`src/rtl/ota_sched_pkg.sv`:
```
// Shared types and constants for the OTA share scheduler.
// Optional feature macro: OTA_SCHED_VOTE_EN selects 3-sample majority voting
// in SAMPLE instead of a single sample.
package ota_sched_pkg;

    // Sequencer states; every state except StIdle reports busy.
    typedef enum logic [1:0] {
        StIdle,
        StSettle,
        StSample,
        StDone
    } state_e;

    // Number of comparator samples taken per transaction.
`ifdef OTA_SCHED_VOTE_EN
    localparam int unsigned VoteCnt = 3;
`else
    localparam int unsigned VoteCnt = 1;
`endif

    // Legal parameter ranges.
    localparam int unsigned NreqMin   = 2;
    localparam int unsigned NreqMax   = 8;
    localparam int unsigned SettleMin = 2;
    localparam int unsigned SettleMax = 255;

    // 2-of-3 majority.
    function automatic logic maj3(input logic [2:0] v);
        return (v[0] & v[1]) | (v[0] & v[2]) | (v[1] & v[2]);
    endfunction

endpackage

```
`src/rtl/ota_share_sched_if.sv`:
```
// Bundle of request/ack and OTA control signals for the OTA share scheduler.
// master: requester/analog side (drives req and the raw comparator output).
// slave:  the scheduler (drives ack, result and the OTA controls).
interface ota_share_sched_if #(
    parameter int unsigned NREQ = 4
);
    localparam int unsigned IdW = $clog2(NREQ);

    logic [NREQ-1:0] req;
    logic [NREQ-1:0] ack;
    logic            res_bit;
    logic [IdW-1:0]  res_id;
    logic [IdW-1:0]  mux_sel;
    logic            ota_en;
    logic            cmp_in;
    logic            busy;

    modport master (
        output req,
        output cmp_in,
        input  ack,
        input  res_bit,
        input  res_id,
        input  mux_sel,
        input  ota_en,
        input  busy
    );

    modport slave (
        input  req,
        input  cmp_in,
        output ack,
        output res_bit,
        output res_id,
        output mux_sel,
        output ota_en,
        output busy
    );

endinterface

```
`src/rtl/ota_rr_arb.sv`:
```
// Combinational round-robin pick: searches upward from i_ptr+1, wrapping
// modulo NREQ, and returns the first requester found.
module ota_rr_arb #(
    parameter int unsigned NREQ = 4,
    parameter int unsigned IdW  = $clog2(NREQ)
) (
    input  logic [NREQ-1:0] i_req,
    input  logic [IdW-1:0]  i_ptr,
    output logic            o_any,
    output logic [IdW-1:0]  o_g
);

    logic           w_found;
    logic [IdW-1:0] w_idx;

    // Scan all positions after the last winner; the last winner itself is checked last.
    always_comb begin
        o_any   = |i_req;
        o_g     = '0;
        w_found = 1'b0;
        w_idx   = '0;
        for (int k = 1; k <= int'(NREQ); k++) begin
            w_idx = IdW'((int'(i_ptr) + k) % int'(NREQ));
            if (!w_found && i_req[w_idx]) begin
                w_found = 1'b1;
                o_g     = w_idx;
            end
        end
    end

endmodule

```
`src/rtl/ota_share_sched.sv`:
```
// Time-shares one OTA/comparator between NREQ requesters: round-robin grant,
// steer the input mux, enable the OTA for SETTLE_CYC cycles, sample the
// synchronised comparator and return a one-cycle ack with the result.
// Optional feature macro: OTA_SCHED_VOTE_EN (3-sample majority in SAMPLE).
module ota_share_sched
    import ota_sched_pkg::*;
#(
    parameter int unsigned NREQ       = 4,
    parameter int unsigned SETTLE_CYC = 8
) (
    input logic               clk,
    input logic               rst,
    ota_share_sched_if.slave  io_bus
);

    localparam int unsigned IdW  = $clog2(NREQ);
    localparam int unsigned CntW = ($clog2(SETTLE_CYC) > 0) ? $clog2(SETTLE_CYC) : 1;
    localparam logic [CntW-1:0] CntLoad = CntW'(SETTLE_CYC - 1);

    if ((NREQ < NreqMin) || (NREQ > NreqMax)) begin : g_bad_nreq
        $error("ota_share_sched: NREQ out of legal range");
    end
    if ((SETTLE_CYC < SettleMin) || (SETTLE_CYC > SettleMax)) begin : g_bad_settle
        $error("ota_share_sched: SETTLE_CYC out of legal range");
    end

    state_e          r_state;
    logic [CntW-1:0] r_cnt;
    logic [IdW-1:0]  r_ptr;
    logic [IdW-1:0]  r_mux_sel;
    logic [IdW-1:0]  r_res_id;
    logic [NREQ-1:0] r_ack;
    logic            r_res_bit;
    logic            r_ota_en;
    logic            r_cmp_meta;
    logic            r_cmp_s;

    logic            w_any;
    logic [IdW-1:0]  w_g;
    logic [NREQ-1:0] w_ack_onehot;
    logic            w_sample_last;
    logic            w_sample_bit;

    ota_rr_arb #(
        .NREQ (NREQ),
        .IdW  (IdW)
    ) u_arb (
        .i_req (io_bus.req),
        .i_ptr (r_ptr),
        .o_any (w_any),
        .o_g   (w_g)
    );

    assign w_ack_onehot = NREQ'(1) << r_mux_sel;

    // Two-flop synchroniser for the asynchronous comparator output, always clocked.
    always_ff @(posedge clk or posedge rst) begin
        if (rst) begin
            r_cmp_meta <= 1'b0;
            r_cmp_s    <= 1'b0;
        end else begin
            r_cmp_meta <= io_bus.cmp_in;
            r_cmp_s    <= r_cmp_meta;
        end
    end

`ifdef OTA_SCHED_VOTE_EN
    logic [1:0] r_vidx;
    logic [1:0] r_votes;

    // Collect the earlier samples while in SAMPLE; the index restarts outside it.
    always_ff @(posedge clk or posedge rst) begin
        if (rst) begin
            r_vidx  <= '0;
            r_votes <= '0;
        end else if (r_state == StSample) begin
            r_vidx  <= r_vidx + 2'd1;
            r_votes <= {r_votes[0], r_cmp_s};
        end else begin
            r_vidx  <= '0;
        end
    end

    assign w_sample_last = (r_vidx == 2'(VoteCnt - 1));
    assign w_sample_bit  = maj3({r_votes, r_cmp_s});
`else
    assign w_sample_last = 1'b1;
    assign w_sample_bit  = r_cmp_s;
`endif

    // Sequencer: arbitrate, settle, sample, acknowledge; all outputs registered.
    always_ff @(posedge clk or posedge rst) begin
        if (rst) begin
            r_state   <= StIdle;
            r_cnt     <= '0;
            r_ptr     <= IdW'(NREQ - 1);
            r_mux_sel <= '0;
            r_res_id  <= '0;
            r_ack     <= '0;
            r_res_bit <= 1'b0;
            r_ota_en  <= 1'b0;
        end else begin
            r_ack <= '0;
            unique case (r_state)
                StIdle: begin
                    if (w_any) begin
                        r_mux_sel <= w_g;
                        r_cnt     <= CntLoad;
                        r_ota_en  <= 1'b1;
                        r_state   <= StSettle;
                    end
                end
                StSettle: begin
                    if (r_cnt == '0) begin
                        r_state <= StSample;
                    end else begin
                        r_cnt <= r_cnt - 1'b1;
                    end
                end
                StSample: begin
                    if (w_sample_last) begin
                        r_res_bit <= w_sample_bit;
                        r_res_id  <= r_mux_sel;
                        r_ack     <= w_ack_onehot;
                        r_ota_en  <= 1'b0;
                        r_state   <= StDone;
                    end
                end
                StDone: begin
                    // The winner just served drops to lowest priority.
                    r_ptr   <= r_mux_sel;
                    r_state <= StIdle;
                end
                default: begin
                    r_state <= StIdle;
                end
            endcase
        end
    end

    assign io_bus.ack     = r_ack;
    assign io_bus.res_bit = r_res_bit;
    assign io_bus.res_id  = r_res_id;
    assign io_bus.mux_sel = r_mux_sel;
    assign io_bus.ota_en  = r_ota_en;
    assign io_bus.busy    = (r_state != StIdle);

endmodule

```
`src/flat_wrapper.sv`:
```
// flat-port wrapper written by rule: the top's interface ports become plain ports
module ota_share_sched_flat import ota_sched_pkg::*;
#(
    parameter int unsigned NREQ       = 4,
    parameter int unsigned SETTLE_CYC = 8
)
  (clk, rst, io_bus_req, io_bus_cmp_in, io_bus_ack, io_bus_res_bit, io_bus_res_id, io_bus_mux_sel, io_bus_ota_en, io_bus_busy);
  ota_share_sched_if #(.NREQ(NREQ)) io_bus_i ();
  input logic clk;
  input logic rst;
  input wire logic [$bits(io_bus_i.req)-1:0] io_bus_req;
  input wire logic [$bits(io_bus_i.cmp_in)-1:0] io_bus_cmp_in;
  output wire logic [$bits(io_bus_i.ack)-1:0] io_bus_ack;
  output wire logic [$bits(io_bus_i.res_bit)-1:0] io_bus_res_bit;
  output wire logic [$bits(io_bus_i.res_id)-1:0] io_bus_res_id;
  output wire logic [$bits(io_bus_i.mux_sel)-1:0] io_bus_mux_sel;
  output wire logic [$bits(io_bus_i.ota_en)-1:0] io_bus_ota_en;
  output wire logic [$bits(io_bus_i.busy)-1:0] io_bus_busy;
  assign io_bus_i.req = io_bus_req;
  assign io_bus_i.cmp_in = io_bus_cmp_in;
  assign io_bus_ack = io_bus_i.ack;
  assign io_bus_res_bit = io_bus_i.res_bit;
  assign io_bus_res_id = io_bus_i.res_id;
  assign io_bus_mux_sel = io_bus_i.mux_sel;
  assign io_bus_ota_en = io_bus_i.ota_en;
  assign io_bus_busy = io_bus_i.busy;
  ota_share_sched #(.NREQ(NREQ), .SETTLE_CYC(SETTLE_CYC)) u_core (.clk(clk), .rst(rst), .io_bus(io_bus_i));
endmodule
```
`config.mk`:
```
export PLATFORM = sky130hd
export DESIGN_NAME = ota_share_sched_flat
export DESIGN_NICKNAME = d
export VERILOG_FILES = /design/src/rtl/ota_sched_pkg.sv /design/src/rtl/ota_share_sched_if.sv /design/src/rtl/ota_rr_arb.sv /design/src/rtl/ota_share_sched.sv /design/src/flat_wrapper.sv
export SDC_FILE = /design/constraint.sdc
export NUM_CORES = 1
export LEC_CHECK = 0
export BUFFER_PORTS_ARGS = -buffer_cell sky130_fd_sc_hd__buf_4
export CORE_ASPECT_RATIO = 1.1
export CORE_UTILIZATION = 35
export CTS_CLUSTER_SIZE = 14
export DETAILED_ROUTE_END_ITERATION = 7
export MAX_ROUTING_LAYER = met4
export PLACE_DENSITY = 0.62
export SLEW_MARGIN = 40
export SYNTH_ARGS = -nofsm -noshare
export SYNTH_HDL_FRONTEND = slang
export SYNTH_SLANG_ARGS = --single-unit
export TNS_END_PERCENT = 10
```
`constraint.sdc`:
```
create_clock -name clk -period 1.99 [get_ports clk]
set_input_delay 0.0995 -clock clk [delete_from_list [all_inputs] [get_ports clk]]
set_output_delay 0.0995 -clock clk [all_outputs]
set_load 0.05 [all_outputs]
```
==> results.md <==
* Via Count at ~710
* Syn nets at between 100 and 150
* Top post-synthesis cells by area: dfrtp_1 (43%), ha_1 (8.9%), dfstp_2 (5.3%)
* CP Class: reg2reg
* Setup TNS Final at 0 ps
* Number of global-route vias before repair at 660
* Max cap viols at 0
* Die Wd at 52.6 microns
* Count leader, synth: dfrtp_1
* CP Launch Type: flop
* Drt wl/cell at 12.1 microns
* Slew @ Worst Pin at around 700 ps
* Avg Inst Size Synth at ~11 sq um
* Final Hold Slack at between 100 and 150 ps
* CORE AREA at ~2600 sq um
* Yosys Warn Count at 0
* Post-synthesis instance area at ~980 sq um
* Initial DRC count at 8
* GR Overflow Total at 0
* Synth cell types at 35
* Asr flop ratio synth at between 90% and 100%
* Endpoint class of the critical path: flop
* Synth Flop Type: dfrtp_1
* Share of the synthesized area in the top cell type at between 40% and 50%
* Initial core utilization at about two fifths
* Arr. time, crit path at between 1500 and 2000 ps
* Final GP Congestion at around 0.74
* DRT antenna net count at 0
* Unrepaired setup endpoints after global routing: false
* Drc violations at 0
* Post-cts sizing count at 0
* Clock buffer depth at 2
* Layout cells sized above 1 at roughly 27%
* GRT Total Usage at between 10 and 15%
* Post-synthesis register bit count at 19
* Largest area contributor in the netlist: dfrtp_1
* Placement Rows at 19
* CTS Buf Count at 3
* Multi-input gate area at 447 sq um
* Top Ports at 18
* CTS tree: yes
* Worst Hold Class: in2reg
* I/O Buffers at 17
* Min Tclk post-route at between 1500 and 2000 ps
* Root buffer cell: clkbuf_4
* Antenna diodes at 0
* Worst slew margin at between 50% and 60%
* Number of synthesized flops with an enable pin at 0
* Worst-path fanout max at 5
* Die Y at 57.6 microns
* Detail-routed via count per cell at ~5
* Sequential area share after synthesis at between 40% and 50%
* Placed cells at between 100 and 150
* Layout net count at roughly 130
* Setup-failing EPs final at 0
* Fin. Hold Viols at 0
* Initial antenna violation count at 0
* Outcome: finished clean
* Largest net degree at the start of global routing at 20
* HPWL Detailed at between 1 and 1.5 mm
* Gate Count Post-Synth at 90
* Worst skew pair latency at ~310 ps
* LEAKAGE at slightly below 0.6 nW
* CTS H-tree lvls at 1
* Clk slew on worst S/H paths at 120 ps
* Die ar. at between 3000 and 4000 sq um
* WP data required at between 2000 and 2500 ps
* Final wirelength at approximately 1.7 mm
* Final std cells w/o fill at about 140
* Register area at between 400 and 500 sq um
* Final critical-path share of the clock period at between 80% and 90%
* Layout area overhead at 19.8%
* Clock skew at 20.7 ps
* Reg2Reg Depth at 5
* # clock sinks at 19
* DR pass1 iterations at 4
* F_max at between 600 and 700 MHz
* Peak supply drop at between 1 and 1.5 mV
* Global-route wire length before repair at 2.86 mm
* Commonest cells post-synth: dfrtp_1 (17), inv_1 (11), ha_1 (7), nor2_1 (7), nand2_1 (5)
* Filler cells at 250
* Power Density at ~1700 nW/um^2
* Hold Crit Depth at 3
* Pins over their slew limit at 0
[per-stage QoR]
stage | worst slack [ps] | instance area [sq um] | power, mW | util [%]
floorplan | 434 | 985 | 1.55 | -
global placement | 422 | 1130 | 1.83 | 43.7
detailed placement | 402 | 1130 | 1.85 | 43.7
CTS | 375 | 1180 | 2.05 | 45.5
global route | 179 | 1180 | 2.18 | 45.5
finish | 375 | 1180 | 2.03 | 45.5
[power breakdown]
group          switching (mW)  internal [mW]  total [mW]
Combinational           0.670          0.453        1.12
Clock                   0.122         0.0751       0.197
Sequential              0.148          0.564       0.712
[worst max-delay path, cell delays in order, from the launching register on]
cell and delay, ps:
dfrtp_1 420, inv_1 100, ha_1 250, o21ai_1 210, nor2b_4 230, mux2_4 300
[routing by layer]
| metal | track usage (%) | part of all wire (%) |
|---|---|---|
| met1 | 14.4 | 43 |
| met2 | 23.1 | 52 |
| met3 | 2.36 | 1.7 |
| met4 | 9.02 | 3.2 |
| met5 | - | 0 |
[path summary, 6_finish.rpt]
| check | from | endpoint | slack [ps] |
|---|---|---|---|
| worst max register to register | u_core.r_state[1] | u_core.r_state[1] | 370 |
| worst min-delay path | io_bus_req[0] | u_core.io_bus.mux_sel[0] | 150 |
| max in group asynchronous | rst | u_core.io_bus.mux_sel[1] | 1080 |
| worst min register to register | u_core.r_cmp_meta | u_core.r_cmp_s | 360 |
| worst max-delay path | u_core.r_state[1] | u_core.r_state[1] | 370 |
| min in group asynchronous | rst | u_core.io_bus.ack[2] | 440 |
[timing repair]
action,CTS,global route
hold buffers,2,0
hold endpoints to repair,18,0
setup buffers,0,0
endpoints found under the setup margin,0,0
[cell families after synthesis]
family / synth area share, %
buffers and inverters: 6.10
adders and majority gates: 8.89
muxes: 9.15
DFF: 48.5
AOI/OAI and AO/OA: 12.8
and+or+nand+nor: 14.5
[flip-flops by register name, summed over array words and instances, names as in the netlist]
| name | count |
|---|---|
| u_core.io_bus.res_id | 2 |
| u_core.io_bus.res_bit | 1 |
| u_core.io_bus.ota_en | 1 |
| u_core.r_state | 2 |
| u_core.r_cnt | 3 |
| u_core.io_bus.ack | 4 |
| u_core.r_ptr | 2 |
| u_core.r_cmp_s | 1 |
| u_core.io_bus.mux_sel | 2 |
| u_core.r_cmp_meta | 1 |
[area by class of cell]
| class | instances | share of cell area, % |
|---|---|---|
| sequential | 19 | 40.5 |
| multi-input combinational | 57 | 37.9 |
| timing repair buffer | 19 | 12.5 |
| inverter | 11 | 3.50 |
| tap | 31 | 3.29 |
| clock buffer | 3 | 1.91 |
| clock inverter | 1 | 0.424 |
[cells in the final DEF, fill, tap and decap left out, types with 2 or more instances in the layout]
cell           count
buf_4             17
dfrtp_1           17
inv_1             11
nor2_1             7
ha_1               7
nand2_1            5
mux2_2             4
o21ai_0            3
o21ai_1            3
mux2i_1            3
clkbuf_4           3
nand2b_1           2
nand3_1            2
dlygate4sd3_1      2
dfstp_2            2
(Power assumes the default switching activity.)
